File: src/rtl/riscv_pkg.sv
// riscv_pkg: shared widths, writeback-select encoding and load funct3 codes
package riscv_pkg;
    localparam int REGF_WIDTH = 32;
    localparam int IS_DEPTH = 5;
    typedef enum logic [1:0] {
        WB_ALU = 2'b00,
        WB_LOAD = 2'b01,
        WB_PC4 = 2'b10,
        WB_RSVD = 2'b11
    } wb_sel_e;
    localparam logic [2:0] F3_LB = 3'b000;
    localparam logic [2:0] F3_LH = 3'b001;
    localparam logic [2:0] F3_LW = 3'b010;
    localparam logic [2:0] F3_LBU = 3'b100;
    localparam logic [2:0] F3_LHU = 3'b101;
endpackage

File: src/rtl/load_extend.sv
// load_extend: little-endian byte/half selection with sign/zero extension and fault detection
module load_extend
    import riscv_pkg::*;
#(
    parameter int W = riscv_pkg::REGF_WIDTH
) (
    input  logic [W-1:0] word,
    input  logic [1:0]   addr,
    input  logic [2:0]   funct3,
    output logic [W-1:0] value,
    output logic         bad
);
    logic [7:0] b;
    logic [15:0] h;
    logic illegal;
    logic misaligned;
    assign b = word[{addr, 3'b000} +: 8];
    assign h = word[{addr[1], 4'b0000} +: 16];
    // select the extended value for each legal load type
    always_comb begin
        value = funct3 == F3_LB  ? {{(W-8){b[7]}}, b} :
                funct3 == F3_LBU ? {{(W-8){1'b0}}, b} :
                funct3 == F3_LH  ? {{(W-16){h[15]}}, h} :
                funct3 == F3_LHU ? {{(W-16){1'b0}}, h} :
                funct3 == F3_LW  ? word : '0;
        illegal = !(funct3 inside {F3_LB, F3_LH, F3_LW, F3_LBU, F3_LHU});
        misaligned = ((funct3 == F3_LH || funct3 == F3_LHU) && addr[0]) ||
                     (funct3 == F3_LW && addr != 2'b00);
        bad = illegal | misaligned;
    end
endmodule

File: src/rtl/mem_wb_stage.sv
// mem_wb_stage: MEM/WB pipeline register, load writeback formatting and retired-instruction counter
module mem_wb_stage
    import riscv_pkg::*;
#(
    parameter int IS_DEPTH = riscv_pkg::IS_DEPTH,
    parameter int REGF_WIDTH = riscv_pkg::REGF_WIDTH,
    parameter int CNT_WIDTH = 64
) (
    input  logic                  clk,
    input  logic                  rst,
    input  logic                  mem_valid,
    input  logic                  mem_reg_write,
    input  logic [IS_DEPTH-1:0]   mem_rd,
    input  logic [1:0]            mem_wb_sel,
    input  logic [2:0]            mem_funct3,
    input  logic [REGF_WIDTH-1:0] mem_alu_result,
    input  logic [REGF_WIDTH-1:0] mem_pc_plus4,
    input  logic [REGF_WIDTH-1:0] mem_load_data,
    input  logic                  stall,
    input  logic                  flush,
    output logic                  regWrite,
    output logic [IS_DEPTH-1:0]   rd,
    output logic [REGF_WIDTH-1:0] data_wr,
    output logic                  wb_valid,
    output logic                  load_fault,
    output logic [CNT_WIDTH-1:0]  instret
);
    wb_sel_e sel;
    logic [REGF_WIDTH-1:0] ext;
    logic bad;
    logic fault;
    logic we;
    logic retire;
    logic [REGF_WIDTH-1:0] d;
    assign sel = wb_sel_e'(mem_wb_sel);
    load_extend #(.W(REGF_WIDTH)) u_ext (
        .word(mem_load_data),
        .addr(mem_alu_result[1:0]),
        .funct3(mem_funct3),
        .value(ext),
        .bad(bad)
    );
    // next WB entry is formed before the register so data_wr settles early in the cycle
    always_comb begin
        fault = mem_valid & (sel == WB_LOAD) & bad;
        we = mem_valid & mem_reg_write & ~fault & (|mem_rd) & (sel != WB_RSVD);
        retire = mem_valid & ~fault;
        d = (!mem_valid || fault) ? '0 :
            sel == WB_ALU  ? mem_alu_result :
            sel == WB_PC4  ? mem_pc_plus4 :
            sel == WB_LOAD ? ext : '0;
    end
    // reset beats flush beats stall; an idle capture loads the new entry and counts retirement
    always_ff @(posedge clk) begin
        if (rst) begin
            regWrite <= 1'b0;
            rd <= '0;
            data_wr <= '0;
            wb_valid <= 1'b0;
            load_fault <= 1'b0;
            instret <= '0;
        end else if (flush) begin
            regWrite <= 1'b0;
            rd <= '0;
            data_wr <= '0;
            wb_valid <= 1'b0;
            load_fault <= 1'b0;
        end else if (!stall) begin
            regWrite <= we;
            rd <= we ? mem_rd : '0;
            data_wr <= d;
            wb_valid <= mem_valid;
            load_fault <= fault;
            instret <= instret + CNT_WIDTH'(retire);
        end
    end
endmodule

File: config.mk
export PLATFORM = sky130hd
export DESIGN_NAME = mem_wb_stage
export DESIGN_NICKNAME = d
export VERILOG_FILES = /design/src/rtl/riscv_pkg.sv /design/src/rtl/load_extend.sv /design/src/rtl/mem_wb_stage.sv
export SDC_FILE = /design/constraint.sdc
export NUM_CORES = 1
export LEC_CHECK = 0
export BUFFER_PORTS_ARGS = -buffer_cell sky130_fd_sc_hd__buf_4
export CAP_MARGIN = 20
export CORE_ASPECT_RATIO = 0.9
export CORE_UTILIZATION = 53
export CTS_CLUSTER_DIAMETER = 80
export DETAILED_ROUTE_END_ITERATION = 8
export GPL_ROUTABILITY_DRIVEN = 0
export HOLD_SLACK_MARGIN = 0.12
export PLACE_DENSITY = 0.95
export SETUP_SLACK_MARGIN = 0.3
export SLEW_MARGIN = 25
export SYNTH_ARGS = -nofsm -noshare
export SYNTH_HDL_FRONTEND = slang
export SYNTH_SLANG_ARGS = --single-unit
export TNS_END_PERCENT = 30
File: constraint.sdc
create_clock -name clk -period 6.2 [get_ports clk]
set_clock_uncertainty 0.15 [all_clocks]
set_input_delay 0 -clock clk [delete_from_list [all_inputs] [get_ports clk]]
set_output_delay 0 -clock clk [all_outputs]
set_load 0.02 [all_outputs]
== After elaboration in Yosys (flattened, before gate mapping) ==
Index checks and enable logic that the tools add are counted.
Widths: inputs -> output; s select.
Storage, ports and cells
  input port bits: 112
  bits in registers: 104
Operators by class
  shift-type cells: 2
  add/sub/neg operators: 1
  mux-type cells: 10
  reductions and logical operators: 14
  bitwise operators: 11
  eq/ne operators: 7
Operators by type and width (count)
  $mux 32: 9
  $add 64x1->64: 1
  $shiftx 32x6->16: 1
  $shiftx 32x6->8: 1
  $and 1x1->1: 7
  $eq 3x3->1 const B: 2
  $mux 5: 1
  $reduce_bool 5->1: 1
  $reduce_or 5->1: 1
  $eq 3x1->1 const B: 1
  $eq 3x2->1 const B: 1
  $logic_not 3->1: 1
  $logic_or 1x1->1: 3
  $not 1->1: 3
  $eq 2x1->1 const B: 1
  $eq 2x2->1 const B: 1
  $logic_and 1x1->1: 2
  $logic_not 1->1: 2
  $logic_not 2->1: 1
  $ne 2x2->1 const B: 1
  $reduce_and 2->1: 1
  $reduce_bool 2->1: 1
  $reduce_or 2->1: 1
  $or 1x1->1: 1

== Depth between registers and ports, before layout ==
Gate-level depths: netlist of the first run.
  depth in word-level cells: 11
  mapped depth: 13

== Modules after synthesis ==
A second synthesis of the first run with hierarchy kept.
Unflattened totals
  cells, all modules: 758
  area, all modules: 6058.3 µm²
Modules (own cells, without submodules)
  mem_wb_stage: times used 1, area an instance 5233.8 µm², cells an instance 652, sequential area each 2082.0 µm²
  load_extend: times used 1, area an instance 824.5 µm², cells an instance 106, sequential area each 0.0 µm²

== Worst setup path before layout of the first run ==
Ideal clock, no wire load.
  kind: input port to flip-flop
  start: in mem_wb_sel[1]
  end: reg instret[62]
  library setup time: 70 ps
  arrival time: 2495 ps
  slack: 3484 ps
  cell stages on the path: 13
  buffers on the path: 3
  cells stage by stage: clkbuf_1 nand2b_1 clkbuf_1 nor3_1 nor2b_1 ha_1 ha_1 nand3_1 nor4_4 nand4_1 clkbuf_1 or3_1 a21oi_1
Between the ends
  word-level cells in the longest chain between the ends: 6
Ends and longest elaborated chain
  start: declaration: RTL line mem_wb_stage.sv:14  | input logic [1:0] mem_wb_sel,
  $eq 2x1->1: RTL line mem_wb_stage.sv:45  | fault = mem_valid & (sel == WB_LOAD) & bad;
  $and 1x1->1 (2 in series): RTL line mem_wb_stage.sv:45
  $not 1->1: RTL line mem_wb_stage.sv:47  | retire = mem_valid & ~fault;
  $and 1x1->1: RTL line mem_wb_stage.sv:47
  $add 64x1->64: RTL line mem_wb_stage.sv:74  | instret <= instret + CNT_WIDTH'(retire);
  end signal: assignment: RTL line mem_wb_stage.sv:74
  end: declaration: RTL line mem_wb_stage.sv:26  | output logic [CNT_WIDTH-1:0] instret
Every way passes these cells.
A chain may end at the register's enable or synchronous reset.

==> results.py, run 1 <==
metrics = {
    "status": {
        "status": "finished clean",
    },
    "die": {
        "io_pins": 216,
        "die_area_sq_mm": 0.0110,
        "rows": 35,
        "die_width_um": 110,
        "die_y_um": 99.6,
        "start_util_pct": 54.7,
        "coreArea_sq_mm": 0.0102,
    },
    "clock_tree": {
        "clkTransAtPathRegs_ns": 0.08,
        "cts_buffer_depth": 2,
        "cts.sinks": 104,
        "clkLatencyLatePin_ns": 0.35,
        "h-tree-depth": 3,
        "cts_resized": 0,
        "cts_made_buffers": 9,
        "cts_tree": "yes",
        "ctsRootBufferMaster": "clkbuf_16",
    },
    "placement": {
        "place_inst": 999,
        "place_area_sq_mm": 0.00721,
        "place_ws_ns": 2.80,
        "portBuffers": 215,
        "dpl.hpwl_mm": 13.4,
    },
    "sta": {
        "slew_headroom_pct": 32.8,
        "setup_ws_ns": 2.96,
        "finalCriticalPeriod_ns": 3.24,
        "slew_violations": 0,
        "setup-violations-final": 0,
        "holdWs_ns": 0.225,
        "fmax_mhz": 309,
        "worst_slew_pin_slew_ns": 1.01,
        "hold_violations": 0,
        "timing.final.crit_share_pct": 52.2,
        "rsz0062_at_grt": "no",
        "timing.setup.tns_ns": 0,
    },
    "detailed_routing": {
        "num_vias": 7254,
        "final_antenna_net_count": 0,
        "drc_errors": 0,
        "viasPerCell": 6.54,
        "wire_per_inst_um": 20.7,
        "drt_wl_total_mm": 22.9,
        "drt_iter0_drc": 799,
        "dr.pass1.iters": 7,
    },
    "worst_setup_path": {
        "slowest_delay_ns": 0.87,
        "worst_setup_path_end_kind": "flop",
        "critPathKind": "input port to flop",
        "crit_cells": 8,
        "cp_data_required_time_ns": 6.32,
        "critPathTopFamily": "buffers and inverters",
        "crit_slowest_cell": "o31a_1",
        "arrival_ns": 3.35,
        "critical_path_buf_inv_count": 3,
        "cp_max_fo": 37,
        "cpMostUsedCell": "dlygate4sd3_1",
        "crit_chain": "dlygate4sd3_1 -> buf_4 -> nor2b_1 -> o31a_1 -> and3_1 -> a22oi_1 -> dlygate4sd3_1 -> nor2_1",
        "cp-start-kind": "input port",
        "reg2reg_depth": 5,
    },
    "grt": {
        "antenna_found_initial": 1,
        "grt_first_pass_wirelength_mm": 35.3,
        "track_usage_pct": 40.4,
        "grt_max_degree": 66,
        "first_global_vias": 7041,
        "grt_overflow": 0,
    },
    "finish": {
        "drive_gt1_share_pct": 25.5,
        "finalNonFillerCells": 1109,
        "finish.utilization_pct": 82.8,
        "syn_to_final_growth_pct": 51.2,
        "num-fill-cells": 602,
        "final_cell_area_sq_mm": 0.00848,
        "num_antenna_cells": 0,
        "nets": 1089,
    },
    "synthesis": {
        "synthesis.area_sq_mm": 0.00561,
        "ys.flop_type": "dfxtp_1",
        "yosysWarnings": 0,
        "avgSynthCellArea_sq_um": 8.02,
        "synth_cell_types": 53,
        "syn_inst": 699,
        "ys_seq_area_share_pct": 37.1,
        "async_reset_ff_share_pct": 0,
        "ys_seq_elements": 104,
        "synth_edf_count": 0,
        "syn_nets": 813,
    },
    "job": {
        "cap_viol_max_count": 0,
    },
    "min_path": {
        "min_path_cells": 5,
        "hp-class": "input port to flop",
    },
    "power": {
        "leakagePower_nw": 3.56,
        "p_total_mw": 1.55,
        "power_density_mw_per_mm2": 183,
        "ir_worst_vdd_mv": 0.180,
    },
}
state kept, by name, indices dropped and copies added (netlist names):
register	cells
data_wr	32
wb_valid	1
load_fault	1
rd	5
instret	64
regWrite	1
kinds of logic after synthesis:
logic type / count (synthesis) / share of synthesized area, %
muxes: 32 / 5.96
buffers and inverters: 65 / 4.88
and+or+nand+nor: 262 / 24.8
adders and majority gates: 2 / 0.446
DFF: 104 / 37.1
AOI/OAI and AO/OA: 203 / 22.0
xor gates and xnor gates: 31 / 4.84
layer usage:
metal	routed length [um]	track usage, %	up-vias
met4	2070	32.5	0
met5	0	0	-
met3	2400	10.7	217
met2	10600	67.5	628
li1	-	-	3107
met1	7870	43.7	3302
power breakdown:
| group | switching (mW) | internal [mW] | leakage, nW | total (mW) |
|---|---|---|---|---|
| Sequential | 0.00329 | 0.672 | 0.838 | 0.675 |
| Combinational | 0.133 | 0.126 | 2.56 | 0.259 |
| Clock | 0.290 | 0.327 | 0.157 | 0.616 |
| Total | 0.426 | 1.12 | 3.56 | 1.55 |
final timing paths:
kind / from / to / slack, ns
setup / recovery: stall / rd[4] / 2.96
hold / removal: mem_alu_result[0] / load_fault / 0.22
setup reg to reg: instret[10] / instret[54] / 3.22
hold reg to reg: instret[63] / instret[63] / 0.34
cell usage after synthesis, types with 8 or more instances:
| cell type | count | area (sq um) |
|---|---|---|
| nand2b_1 | 9 | 56.3 |
| a211oi_1 | 9 | 67.6 |
| dfxtp_1 | 104 | 2080 |
| o22ai_1 | 9 | 56.3 |
| xor2_1 | 23 | 201 |
| o2111ai_1 | 10 | 87.6 |
| nand2_1 | 54 | 203 |
| mux2i_1 | 30 | 300 |
| a31oi_1 | 10 | 62.6 |
| a22o_1 | 10 | 87.6 |
| xnor2_1 | 8 | 70.1 |
| nor3_1 | 10 | 50.1 |
| or3_1 | 27 | 169 |
| nand3_1 | 25 | 125 |
| a21oi_1 | 67 | 335 |
| nor2_1 | 79 | 297 |
| o21ai_0 | 61 | 305 |
| inv_1 | 20 | 75.1 |
| nand4_1 | 23 | 144 |
| clkbuf_1 | 34 | 128 |
cells in the final DEF (no fill, tap or decap), types with 4 or more instances in the layout:
master         instances
buf_4                216
dfxtp_1              104
dlygate4sd3_1         94
nor2_1                78
a21oi_1               67
o21ai_0               61
nand2_1               54
mux2i_1               30
or3_1                 27
nand3_1               25
nand4_1               23
xor2_1                23
inv_1                 20
a31oi_1               10
o2111ai_1             10
a22o_1                10
nand2b_1               9
nor3_1                 9
a211oi_1               9
o22ai_1                9
clkbuf_16              9
xnor2_1                8
or4_1                  7
o31ai_1                6
and3_1                 6
a22oi_1                6
nor2b_1                4
nor4_4                 4
a221oi_1               4
worst reg2reg max path, delay by kind of cell, from the launching register on:
kind,cells,cell delay [ns]
AO/OA/AOI/OAI,1,0.16
flip-flops,1,0.45
AND/OR/NAND/NOR,4,2.14
layout make-up:
type	instances	area (sq um)	share of cell area (%)
clock buffer	9	225	2.66
clock inverter	7	95.1	1.12
inverter	20	75.1	0.885
multi-input combinational	530	3280	38.7
sequential	104	2080	24.6
tap	129	161	1.90
timing repair buffer	310	2560	30.2
repair_timing:
action                                 4_1_cts  5_1_grt
endpoints found under the hold margin      104        0
hold buffers                                94        0
setup buffers                                0        0
Power figures use the tool's default switching activity.
==> run 2: changes to the inputs <==
--- a/config.mk
+++ b/config.mk
@@ -8,12 +8,12 @@
 export BUFFER_PORTS_ARGS = -buffer_cell sky130_fd_sc_hd__buf_4
 export CAP_MARGIN = 20
 export CORE_ASPECT_RATIO = 0.9
-export CORE_UTILIZATION = 53
+export CORE_UTILIZATION = 45
 export CTS_CLUSTER_DIAMETER = 80
 export DETAILED_ROUTE_END_ITERATION = 8
 export GPL_ROUTABILITY_DRIVEN = 0
 export HOLD_SLACK_MARGIN = 0.12
-export PLACE_DENSITY = 0.95
+export PLACE_DENSITY = 0.87
 export SETUP_SLACK_MARGIN = 0.3
 export SLEW_MARGIN = 25
 export SYNTH_ARGS = -nofsm -noshare
==> constraint.sdc (replaced) <==
create_clock -name clk -period 2.8 [get_ports clk]
set_clock_uncertainty 0.15 [all_clocks]
set_input_delay 0 -clock clk [delete_from_list [all_inputs] [get_ports clk]]
set_output_delay 0 -clock clk [all_outputs]
set_load 0.02 [all_outputs]
==> results.py, run 2 (synthesis results as in run 1) <==
metrics = {
    "clock_tree": {
        "h-tree-depth": 3,
        "cts_tree": "yes",
        "cts_made_buffers": 9,
        "cts.sinks": 104,
        "clkLatencyLatePin_ns": 0.34,
        "cts_buffer_depth": 2,
        "clkTransAtPathRegs_ns": 0.08,
        "ctsRootBufferMaster": "clkbuf_16",
    },
    "detailed_routing": {
        "viasPerCell": 5.98,
        "drt_wl_total_mm": 22.0,
        "final_antenna_net_count": 0,
        "drt_iter0_drc": 615,
        "wire_per_inst_um": 18.9,
        "num_vias": 6947,
        "drc_errors": 0,
        "dr.pass1.iters": 6,
    },
    "sta": {
        "rsz0062_at_grt": "yes",
        "worst_slew_pin_slew_ns": 0.786,
        "timing.setup.tns_ns": 0,
        "holdWs_ns": 0.119,
        "slew_violations": 0,
        "setup-violations-final": 0,
        "finalCriticalPeriod_ns": 2.55,
        "hold_violations": 0,
        "fmax_mhz": 392,
        "timing.final.crit_share_pct": 91.1,
        "slew_headroom_pct": 47.1,
    },
    "finish": {
        "num_antenna_cells": 0,
        "layout_common_cells": "buf_4, dfxtp_1, dlygate4sd3_1",
        "reg.largest.list": "instret x64, data_wr x32, rd x5",
        "final_common_cell": "buf_4",
        "largest_reg_flops": 64,
        "largest_register": "instret",
        "nets": 1110,
        "syn_to_final_growth_pct": 55.5,
        "num-fill-cells": 878,
        "drive_gt1_share_pct": 27.3,
    },
    "placement": {
        "portBuffers": 215,
        "dpl.hpwl_mm": 13.4,
    },
    "worst_setup_path": {
        "cpMostUsedCell": "buf_4",
        "crit_slowest_cell": "dlygate4sd3_1",
        "worst_setup_path_end_kind": "flop",
        "rr_endpoint": "instret[45]",
        "critPathKind": "input port to flop",
        "slowest_delay_ns": 0.56,
        "cp_data_required_time_ns": 2.92,
        "arrival_ns": 2.67,
        "r2r_setup_slack_ns": 0.37,
        "r2r-start": "instret[6]",
        "cp-start-kind": "input port",
        "reg2reg_depth": 5,
        "cp_max_fo": 15,
        "crit_chain": "dlygate4sd3_1 -> buf_4 -> nor2b_1 -> ha_2 -> ha_4 -> nand3_4 -> nor4_4 -> nand4_1 -> buf_4 -> or3_1 -> a21oi_1",
    },
    "die": {
        "die_y_um": 108,
        "die_width_um": 120,
        "start_util_pct": 46.3,
        "io_pins": 216,
        "die_area_sq_mm": 0.0129,
        "coreArea_sq_mm": 0.0121,
        "rows": 38,
    },
    "grt": {
        "top_usage_layer": "met2",
        "grt_max_degree": 65,
        "first_global_vias": 6869,
        "grt_overflow": 0,
        "use_met1_pct": 37.9,
        "grt_use_met3_pct": 6.73,
        "grtUsageMet2_pct": 58.1,
        "antenna_found_initial": 0,
        "grt_first_pass_wirelength_mm": 33.8,
        "track_usage_pct": 33.2,
    },
    "status": {
        "status": "finished clean",
    },
    "min_path": {
        "hp-class": "input port to flop",
        "min_path_cells": 3,
        "holdCritStartpoint": "rst",
        "hold_end": "instret[2]",
    },
    "power": {
        "sw_frac_of_total_pct": 26.7,
        "p_clk_share_pct": 39.1,
        "leakagePower_nw": 3.64,
        "intPower_mw": 2.50,
        "ir_worst_vdd_mv": 0.296,
        "p_sw_uw": 910,
        "combPwrFrac_pct": 17.0,
        "p_seq_share_pct": 43.9,
        "power_density_mw_per_mm2": 391,
    },
    "job": {
        "cap_viol_max_count": 0,
    },
}
==> run 2: cell type report <==
cell class / count / area [sq um] / area share [%]
multi-input combinational: 530 / 3330 / 38.2
timing repair buffer: 331 / 2720 / 31.2
sequential: 104 / 2080 / 23.9
clock buffer: 9 / 225 / 2.58
tap: 160 / 200 / 2.30
clock inverter: 7 / 86.3 / 0.990
inverter: 20 / 75.1 / 0.861
==> run 2: worst max-delay path: cells and delay by family <==
family / cells / cell delay, ns
compound gates: 1 / 0.16
fa+ha+maj: 2 / 0.43
simple gates: 5 / 1.18
buf+inv: 3 / 0.89
==> run 2: what timing repair did <==
item                       4_1_cts  5_1_grt
hold buffers                    97        0
setup endpoints to repair        0       44
buffers inserted                 0        1
gates resized for setup          0        2
hold endpoints to repair        44        0
==> run 2: routing by layer <==
layer  wire length [um]  vias to the layer above
li1                   -                     3139
met1               8020                     3214
met2              10700                      481
met3               2010                      113
met4               1260                        0
met5                  0                        -
==> run 2: through the flow <==
stage / utilization [%] / power, mW / std cells / setup WS, ns / area [sq um]
global placement: 61.2 / 1.95 / 1047 / 0.191 / 7410
detailed placement: 61.2 / 1.95 / 1047 / 0.0880 / 7410
floorplan: - / 1.74 / 699 / 0.313 / 5680
finish: 71.9 / 3.41 / 1161 / 0.249 / 8720
CTS: 71.7 / 3.37 / 1160 / 0.319 / 8700
global route: 71.9 / 3.51 / 1161 / 0.0733 / 8720
==> run 2: power groups by stage <==
| stage | combinational (mW) | sequential (mW) | clock [mW] |
|---|---|---|---|
| floorplan | 0.206 | 1.54 | 0 |
| detailed placement | 0.425 | 1.53 | 0 |
| finish | 0.579 | 1.49 | 1.33 |
| CTS | 0.532 | 1.49 | 1.35 |
| global placement | 0.421 | 1.53 | 0 |
| global route | 0.606 | 1.49 | 1.41 |
==> run 2: worst max path at each step <==
stage / endpoint / startpoint / slack [ns] / cells past startpoint
floorplan: instret[58] / mem_alu_result[0] / 0.31 / 12
CTS: data_wr[24] / mem_valid / 0.32 / 8
global route: instret[60] / mem_alu_result[0] / 0.07 / 12
finish: instret[60] / mem_valid / 0.25 / 11
global placement: instret[54] / mem_alu_result[0] / 0.19 / 12
detailed placement: instret[60] / mem_alu_result[0] / 0.09 / 12
==> run 3: changes to the inputs <==
--- a/config.mk
+++ b/config.mk
@@ -13,7 +13,7 @@
 export DETAILED_ROUTE_END_ITERATION = 8
 export GPL_ROUTABILITY_DRIVEN = 0
 export HOLD_SLACK_MARGIN = 0.12
-export PLACE_DENSITY = 0.87
+export PLACE_DENSITY = 0.77
 export SETUP_SLACK_MARGIN = 0.3
 export SLEW_MARGIN = 25
 export SYNTH_ARGS = -nofsm -noshare
==> results.py, run 3 (synthesis results as in run 1) <==
metrics = {
    "status": {
        "status": "finished clean",
    },
    "die": {
        "coreArea_sq_mm": 0.0121,
        "die_y_um": 108,
        "rows": 38,
        "die_width_um": 120,
        "io_pins": 216,
        "die_area_sq_mm": 0.0129,
        "start_util_pct": 46.3,
    },
    "clock_tree": {
        "cts_tree": "yes",
        "cts_made_buffers": 9,
        "ctsRootBufferMaster": "clkbuf_16",
        "cts.sinks": 104,
        "clkTransAtPathRegs_ns": 0.07,
        "clkLatencyLatePin_ns": 0.35,
        "h-tree-depth": 3,
        "cts_buffer_depth": 2,
    },
    "power": {
        "p_clk_share_pct": 39.0,
        "ir_worst_vdd_mv": 0.347,
        "p_seq_share_pct": 44.4,
        "sw_frac_of_total_pct": 26.1,
        "power_density_mw_per_mm2": 383,
        "p_total_mw": 3.36,
        "p_sw_uw": 876,
        "intPower_mw": 2.49,
        "combPwrFrac_pct": 16.6,
        "leakagePower_nw": 3.66,
    },
    "worst_setup_path": {
        "arrival_ns": 2.63,
        "cp_data_required_time_ns": 2.94,
        "critPathKind": "input port to flop",
        "worst_setup_path_end_kind": "flop",
        "cp-start-kind": "input port",
        "cp_max_fo": 12,
    },
    "detailed_routing": {
        "viasPerCell": 5.78,
        "wire_per_inst_um": 17.6,
        "dr.pass1.iters": 6,
        "drc_errors": 0,
        "final_antenna_net_count": 0,
        "drt_iter0_drc": 525,
        "num_vias": 6762,
        "drt_wl_total_mm": 20.6,
    },
    "finish": {
        "nets": 1118,
        "syn_to_final_growth_pct": 56.7,
        "finish.utilization_pct": 72.5,
        "largest_register": "instret",
        "largest_reg_flops": 64,
        "num_antenna_cells": 0,
        "final_common_cell": "buf_4",
        "layout_common_cells": "buf_4, dfxtp_1, dlygate4sd3_1",
        "drive_gt1_share_pct": 27.6,
        "num-fill-cells": 923,
        "reg.largest.list": "instret x64, data_wr x32, rd x5",
    },
    "placement": {
        "place_ws_ns": 0.0604,
        "dpl.hpwl_mm": 13.4,
        "portBuffers": 215,
    },
    "grt": {
        "antenna_found_initial": 0,
        "track_usage_pct": 31.4,
        "grt_max_degree": 66,
        "grt_overflow": 0,
        "grt_first_pass_wirelength_mm": 32.1,
        "first_global_vias": 6437,
    },
    "sta": {
        "setup_ws_ns": 0.313,
        "worst_slew_pin_slew_ns": 0.896,
        "hold_violations": 0,
        "finalCriticalPeriod_ns": 2.49,
        "rsz0062_at_grt": "no",
        "setup-violations-final": 0,
        "slew_violations": 0,
        "timing.final.crit_share_pct": 88.8,
        "slew_headroom_pct": 40.0,
        "fmax_mhz": 402,
        "timing.setup.tns_ns": 0,
        "holdWs_ns": 0.149,
    },
    "min_path": {
        "hp-class": "input port to flop",
    },
    "job": {
        "cap_viol_max_count": 0,
    },
}
==> run 3: cell count changes in the layout (fill, tap and decap cells not counted), sizes merged <==
| cell | before | now |
|---|---|---|
| buf | 235 | 239 |
| clkbuf | 9 | 10 |
| clkinv | 2 | 1 |
| dlygate4sd3 | 96 | 100 |
==> run 3: per-stage QoR <==
step,std cells,area (sq um)
CTS,1162,8710
floorplan,699,5680
global route,1169,8790
global placement,1046,7410
finish,1169,8790
detailed placement,1046,7410
==> run 3: critical path, stage by stage <==
cell,delay (ns)
dlygate4sd3_1,0.55
buf_4,0.12
nor2b_1,0.33
o31a_2,0.40
buf_4,0.25
o2111ai_1,0.17
a21oi_1,0.23
dlygate4sd3_1,0.56
==> run 3: metal layers <==
metal | up-vias | track usage [%] | share of wire [%]
li1 | 3155 | - | -
met1 | 3129 | 35.9 | 38
met2 | 389 | 55.6 | 49
met3 | 89 | 7.10 | 8.9
met4 | 0 | 14.7 | 4.3
met5 | - | 0 | 0
==> run 3: power groups by stage <==
stage          registers, mW  logic [mW]  clock network, mW
2_1_floorplan           1.54       0.206                  0
3_3_place_gp            1.53       0.422                  0
3_5_place_dp            1.53       0.425                  0
4_1_cts                 1.49       0.525               1.33
5_1_grt                 1.49       0.588               1.40
6_report                1.49       0.559               1.31
==> run 3: final timing paths <==
path	from	to	slack [ns]	cells past startpoint
max reg2reg	instret[6]	instret[60]	0.48	6
min reg2reg	data_wr[0]	data_wr[0]	0.33	1
min	mem_wb_sel[0]	data_wr[0]	0.15	4
max	mem_valid	data_wr[25]	0.31	8
==> run 3: final cells by class <==
class / instances / area, sq um / area share, %
Sequential cell: 104 / 2080 / 23.7
Clock buffer: 10 / 229 / 2.60
Multi-Input combinational cell: 530 / 3330 / 37.9
Tap cell: 160 / 200 / 2.28
Inverter: 20 / 75.1 / 0.854
Clock inverter: 6 / 75.1 / 0.854
Timing Repair Buffer: 339 / 2800 / 31.8
==> run 3: repair_timing <==
| item | 4_1_cts | 5_1_grt |
|---|---|---|
| cloned | 0 | 1 |
| endpoints found under the hold margin | 104 | 0 |
| buffers inserted | 0 | 6 |
| pin swaps | 1 | 9 |
| hold buffers | 100 | 0 |
| resized for setup | 0 | 6 |
| setup endpoints to repair | 6 | 45 |
